[src/rtl/mbox_uart_responder.sv]
// mbox_uart_responder: responder end of the CPU mailbox (ACK/REQ/DATA at BASE_ADDR..+2).
// A new REQ value starts a request: transmit DATA as an 8N1 UART frame, then bump ACK.
// Optional receive path (REQ[7]=1) is built when the macro MBOX_RX_EN is defined.
module mbox_uart_responder #(
   parameter int unsigned CLKS_PER_BIT = 434,
   parameter logic [15:0] BASE_ADDR    = 16'hFFFD
) (
   input  logic        clk,
   input  logic        reset,
   input  logic [15:0] addr,
   input  logic        mreq_n,
   input  logic        rd_n,
   input  logic        wr_n,
   input  logic [7:0]  di,
   output logic [7:0]  dout,
   output logic        sel,
   output logic        tx,
   input  logic        rx,
   output logic        busy
);

   localparam int unsigned CntW     = $clog2(CLKS_PER_BIT);
   localparam logic [CntW-1:0] CntLast = CntW'(CLKS_PER_BIT - 1);
   localparam logic [15:0] AddrReq  = BASE_ADDR + 16'd1;
   localparam logic [15:0] AddrData = BASE_ADDR + 16'd2;

   typedef enum logic [3:0] {
      StIdle, StTxStart, StTxBits, StTxStop, StDone,
      StRxWait, StRxStart, StRxBits, StRxStop
   } state_e;

   state_e          state_q, state_d;
   logic [7:0]      ack_q, ack_d;
   logic [7:0]      req_q, req_d;
   logic [7:0]      req_last_q, req_last_d;
   logic [7:0]      data_q, data_d;
   logic [7:0]      sh_q, sh_d;
   logic [CntW-1:0] cnt_q, cnt_d;
   logic [2:0]      idx_q, idx_d;
   logic            busy_q, busy_d;
   logic            tx_q, tx_d;
   logic            wr_n_q;

   logic hit_ack, hit_req, hit_data, wr_evt, ack_clr, cnt_last;

   assign hit_ack  = (addr == BASE_ADDR);
   assign hit_req  = (addr == AddrReq);
   assign hit_data = (addr == AddrData);
   assign sel      = !mreq_n && (hit_ack || hit_req || hit_data);
   // Write strobe edge: a held wr_n writes exactly once.
   assign wr_evt   = sel && !wr_n && wr_n_q;
   assign ack_clr  = wr_evt && hit_ack;
   assign cnt_last = (cnt_q == CntLast);
   assign tx       = tx_q;
   assign busy     = busy_q;

`ifdef MBOX_RX_EN
   localparam logic [CntW-1:0] CntHalf = CntW'(CLKS_PER_BIT / 2);
   logic rx_s1_q, rx_s2_q, rx_prev_q;

   // rx synchronizer plus one delayed copy for falling-edge detection
   always_ff @(posedge clk) begin
      if (reset) begin
         rx_s1_q   <= 1'b1;
         rx_s2_q   <= 1'b1;
         rx_prev_q <= 1'b1;
      end else begin
         rx_s1_q   <= rx;
         rx_s2_q   <= rx_s1_q;
         rx_prev_q <= rx_s2_q;
      end
   end
`else
   logic unused_rx;
   assign unused_rx = rx;
`endif

   // Combinational read mux; reads have no side effects
   always_comb begin
      dout = 8'h00;
      if (sel && !rd_n) begin
         if (hit_ack)       dout = ack_q;
         else if (hit_req)  dout = req_q;
         else if (hit_data) dout = data_q;
      end
   end

   // Next-state: CPU register writes, request FSM, UART bit timing
   always_comb begin
      state_d    = state_q;
      req_d      = req_q;
      req_last_d = req_last_q;
      data_d     = data_q;
      sh_d       = sh_q;
      cnt_d      = cnt_q;
      idx_d      = idx_q;
      busy_d     = busy_q;
      tx_d       = tx_q;

      if (wr_evt && hit_req)  req_d  = di;
      if (wr_evt && hit_data) data_d = di;
      // Clear and DONE in the same cycle yields 1
      ack_d = (ack_clr ? 8'h00 : ack_q) + {7'd0, state_q == StDone};

      unique case (state_q)
         StIdle: begin
            // REQ writes made while busy coalesce: only the latest value is compared here
            if (req_q != req_last_q) begin
               req_last_d = req_q;
               busy_d     = 1'b1;
               cnt_d      = '0;
               idx_d      = 3'd0;
               if (req_q[7]) begin
`ifdef MBOX_RX_EN
                  state_d = StRxWait;
`else
                  state_d = StDone;
`endif
               end else begin
                  state_d = StTxStart;
                  sh_d    = data_q;
                  tx_d    = 1'b0;
               end
            end
         end
         StTxStart: begin
            cnt_d = cnt_q + CntW'(1);
            if (cnt_last) begin
               cnt_d   = '0;
               state_d = StTxBits;
               tx_d    = sh_q[0];
            end
         end
         StTxBits: begin
            cnt_d = cnt_q + CntW'(1);
            if (cnt_last) begin
               cnt_d = '0;
               sh_d  = {1'b0, sh_q[7:1]};
               if (idx_q == 3'd7) begin
                  state_d = StTxStop;
                  tx_d    = 1'b1;
               end else begin
                  idx_d = idx_q + 3'd1;
                  tx_d  = sh_q[1];
               end
            end
         end
         StTxStop: begin
            cnt_d = cnt_q + CntW'(1);
            if (cnt_last) begin
               cnt_d   = '0;
               state_d = StDone;
            end
         end
         StDone: begin
            busy_d  = 1'b0;
            state_d = StIdle;
         end
`ifdef MBOX_RX_EN
         StRxWait: begin
            if (ack_clr) begin
               busy_d  = 1'b0;
               state_d = StIdle;
            end else if (rx_prev_q && !rx_s2_q) begin
               cnt_d   = '0;
               state_d = StRxStart;
            end
         end
         StRxStart: begin
            cnt_d = cnt_q + CntW'(1);
            if (cnt_q == CntHalf && rx_s2_q) begin
               state_d = StRxWait;
            end else if (cnt_last) begin
               cnt_d   = '0;
               idx_d   = 3'd0;
               state_d = StRxBits;
            end
         end
         StRxBits: begin
            cnt_d = cnt_q + CntW'(1);
            if (cnt_q == CntHalf) sh_d = {rx_s2_q, sh_q[7:1]};
            if (cnt_last) begin
               cnt_d = '0;
               if (idx_q == 3'd7) state_d = StRxStop;
               else               idx_d   = idx_q + 3'd1;
            end
         end
         StRxStop: begin
            cnt_d = cnt_q + CntW'(1);
            if (cnt_q == CntHalf) begin
               cnt_d = '0;
               if (rx_s2_q) begin
                  data_d  = sh_q;  // overrides a same-cycle CPU DATA write
                  state_d = StDone;
               end else begin
                  state_d = StRxWait;
               end
            end
         end
`endif
         default: state_d = StIdle;
      endcase
   end

   // State and register update with synchronous reset
   always_ff @(posedge clk) begin
      if (reset) begin
         state_q    <= StIdle;
         ack_q      <= 8'h00;
         req_q      <= 8'h00;
         req_last_q <= 8'h00;
         data_q     <= 8'h00;
         sh_q       <= 8'h00;
         cnt_q      <= '0;
         idx_q      <= 3'd0;
         busy_q     <= 1'b0;
         tx_q       <= 1'b1;
         wr_n_q     <= 1'b1;
      end else begin
         state_q    <= state_d;
         ack_q      <= ack_d;
         req_q      <= req_d;
         req_last_q <= req_last_d;
         data_q     <= data_d;
         sh_q       <= sh_d;
         cnt_q      <= cnt_d;
         idx_q      <= idx_d;
         busy_q     <= busy_d;
         tx_q       <= tx_d;
         wr_n_q     <= wr_n;
      end
   end

endmodule

[config.mk]
export PLATFORM = sky130hd
export DESIGN_NAME = mbox_uart_responder
export DESIGN_NICKNAME = d
export VERILOG_FILES = /design/src/rtl/mbox_uart_responder.sv
export SDC_FILE = /design/constraint.sdc
export NUM_CORES = 1
export LEC_CHECK = 0
export ABC_AREA = 1
export BUFFER_PORTS_ARGS = -buffer_cell sky130_fd_sc_hd__clkbuf_2
export CAP_MARGIN = 30
export CELL_PAD_IN_SITES_DETAIL_PLACEMENT = 0
export CELL_PAD_IN_SITES_GLOBAL_PLACEMENT = 2
export CORE_MARGIN = 10
export CORE_UTILIZATION = 35
export DETAILED_ROUTE_END_ITERATION = 16
export PLACE_DENSITY = 0.86
export SYNTH_ARGS = -nofsm -noshare
export SYNTH_HDL_FRONTEND = slang
export SYNTH_SLANG_ARGS = --single-unit
[constraint.sdc]
create_clock -name clk -period 3.75 [get_ports clk]
set_clock_uncertainty 0.1 [all_clocks]
set_input_delay 0.375 -clock clk [delete_from_list [all_inputs] [get_ports clk]]
set_output_delay 0.375 -clock clk [all_outputs]
set_load 0.01 [all_outputs]
==> out/metrics.yaml <==
cts_tree: "yes"
placed_area_mm2: 0.003378
finalHoldViolations: 0
start_util_pct: 35.86
synth_edf_count: 0
placed_cells: 571
grt_setup_unrepaired: "false"
clock_latency_ns: 0.35
routabilityCongestion: 0.7779
run_status: "finished clean"
nNetsFinal: 511
antenna_left: 0
maxCapViolations: 0
wirelength_um: 8129
post_cts_resized: 0
r2r_slack_ns: 1.73
async_flop_share_pct: 0
initialDrtViolationCount: 143
setup_slack_ns: 1.444
rows: 34
slew_viol_final: 0
post_drt_wl_per_cell_um: 13.85
grt_pass1_vias: 2752
synth_seq_area_share_pct: 37.31
hpwlAfterDp_um: 5789
ctsLongestPathBuffers: 2
required_ns: 3.27
post-place-ws_ns: 1.370
grt_pass1_wl_um: 13600
holdPathEnd: "wr_n_q"
antenna_found_initial: 0
grt.busiest_layer: "met2"
cts-root-buf: "clkbuf_8"
p_leak_nw: 1.466
die_y_um: 114.3
core_area_mm2: 0.008678
clkSlewWorstSetupHoldPaths_ns: 0.07
globalRouteMet1Util_pct: 16.90
min_period_over_period_pct: 61.49
hold_depth: 2
min_period_ns: 2.306
rr_startpoint: "state_q[0]"
setup_violations: 0
yosys_warnings: 0
vdd_ir_drop_max_mv: 0.2441
finalCoreUtilization_pct: 41.45
reg2regPathDepth: 8
grtUsageMet2_pct: 19.89
synthAdderAreaFrac_pct: 2.815
dr_total_vias: 2900
synthTopCellsByCount: "nand2_1 (73), dfxtp_1 (58), a21oi_1 (52), inv_1 (47), nor2_1 (47)"
r2r_end: "sh_q[0]"
clock_sinks: 58
vias_per_cell: 4.940
startpoint_type: "input pin"
critPathArrivalTime_ns: 1.83
globalRouteMet3Util_pct: 2.883
synth_nets: 473
synth_top_area_cell: "dfxtp_1"
drive_gt1_share_pct: 18.58
syn_area_per_cell_um2: 7.137
synthTopCellsByArea: "dfxtp_1 (37%), nand2_1 (8.8%), a21oi_1 (8.4%)"
crit_chain: "clkbuf_2, nand2_1, nor2_2, inv_1, nor3_4, nor2_2, a21oi_4, nand2_2, nor2_1, clkbuf_2"
finalSetupTns_ns: 0
synth-compound-area-share_pct: 18.54
critPathKind: "in2out"
antenna_cells: 0
synth-xor-area-share_pct: 2.533
total_power_mw: 2.148
synthMuxAreaShare_pct: 0
htree_levels: 3
cts_made_buffers: 9
synth-simple-area-share_pct: 30.48
max_clock_freq_mhz: 433.7
yosysUniqueCellTypes: 36
synth-seq-cells: 58
yosysTopAreaCellShare_pct: 37.31
io-pin-count: 41
design_area_mm2: 0.003597
cts_hold_buf: 0
critPathMaxFanout: 9
cp_slowest_cell: "nor3_4"
relSlewSlack_pct: 44.26
die_area_mm2: 0.01306
dominantRegCellSynth: "dfxtp_1"
holdWs_ns: 0.1334
area_delta_synth_final_pct: 15.60
yosysMostFrequentCell: "nand2_1"
synth_top_family_by_area: "simple AND/OR/NAND/NOR gates"
final_cells: 587
grtUsageTotal_pct: 12.78
die_w_um: 114.3
cts_setup_buffers: 0
tightest_slew_ns: 0.8352
grt_max_degree: 33
hold_class: "in2reg"
drt-pass1-iter-count: 4
cpPeakStageDelay_ns: 0.40
hold_start: "wr_n"
powerDensity_mw_per_mm2: 597.0
route.detailed.drc: 0
netlist_area_mm2: 0.003112
cp-end-kind: "output port"
grt_overflow: 0
syn-instance-count: 436
io_buffers: 39
[per-layer routing]
layer	wire, um	vias to the layer above
met5	0	-
met4	95	0
met3	243	7
met2	3771	38
met1	4019	1319
li1	-	1536
[power breakdown]
group | internal, mW | total [mW] | switching, mW
Combinational | 0.215 | 0.738 | 0.523
Clock | 0.390 | 0.650 | 0.260
Sequential | 0.700 | 0.759 | 0.0593
[worst max-delay path by stage]
stage,from,endpoint,slack [ns],depth (start not counted)
after detailed placement,addr[4],ack_q[6],1.37,14
after CTS,addr[4],dout[2],1.42,10
after global routing,addr[4],dout[7],1.27,10
after floorplan,addr[5],ack_q[6],1.67,14
final,addr[4],dout[2],1.44,10
after global placement,addr[5],ack_q[6],1.40,14
[sequential cells by signal (all words and copies together) (netlist names)]
signal      count
req_q           8
state_q         3
cnt_q           9
idx_q           3
sh_q            8
busy            1
tx              1
req_last_q      8
ack_q           8
data_q          8
wr_n_q          1
[area by class of cell]
type	count	area [um^2]
sequential	58	1161
timing repair buffer	39	195.2
multi-input combinational	314	1692
clock buffer	11	141.4
clock inverter	5	77.57
inverter	52	195.2
tap	108	135.1
fill	906	5081
[kinds of logic (layout without fill, tap and decap cells)]
group | after synthesis | count (layout)
fa+ha+maj | 7 | 7
buf+inv | 64 | 107
flops | 58 | 58
compound gates | 107 | 107
xor+xnor | 9 | 9
simple gates | 191 | 191
[critical path, delay by kind of cell]
kind,cells,cell delay (ns)
AOI/OAI and AO/OA,1,0.15
buffers and inverters,3,0.32
and+or+nand+nor,6,0.97
[placed cells by master (no fill, tap or decap), drive strengths merged, types with 6 or more instances in the layout]
cell	count
o21ai	42
nand4	20
nor2	55
nand2	77
a211oi	8
a21oi	55
dfxtp	58
nor3	9
inv	51
nand3	25
ha	7
clkbuf	50
xnor2	6
(Power assumes the default switching activity.)
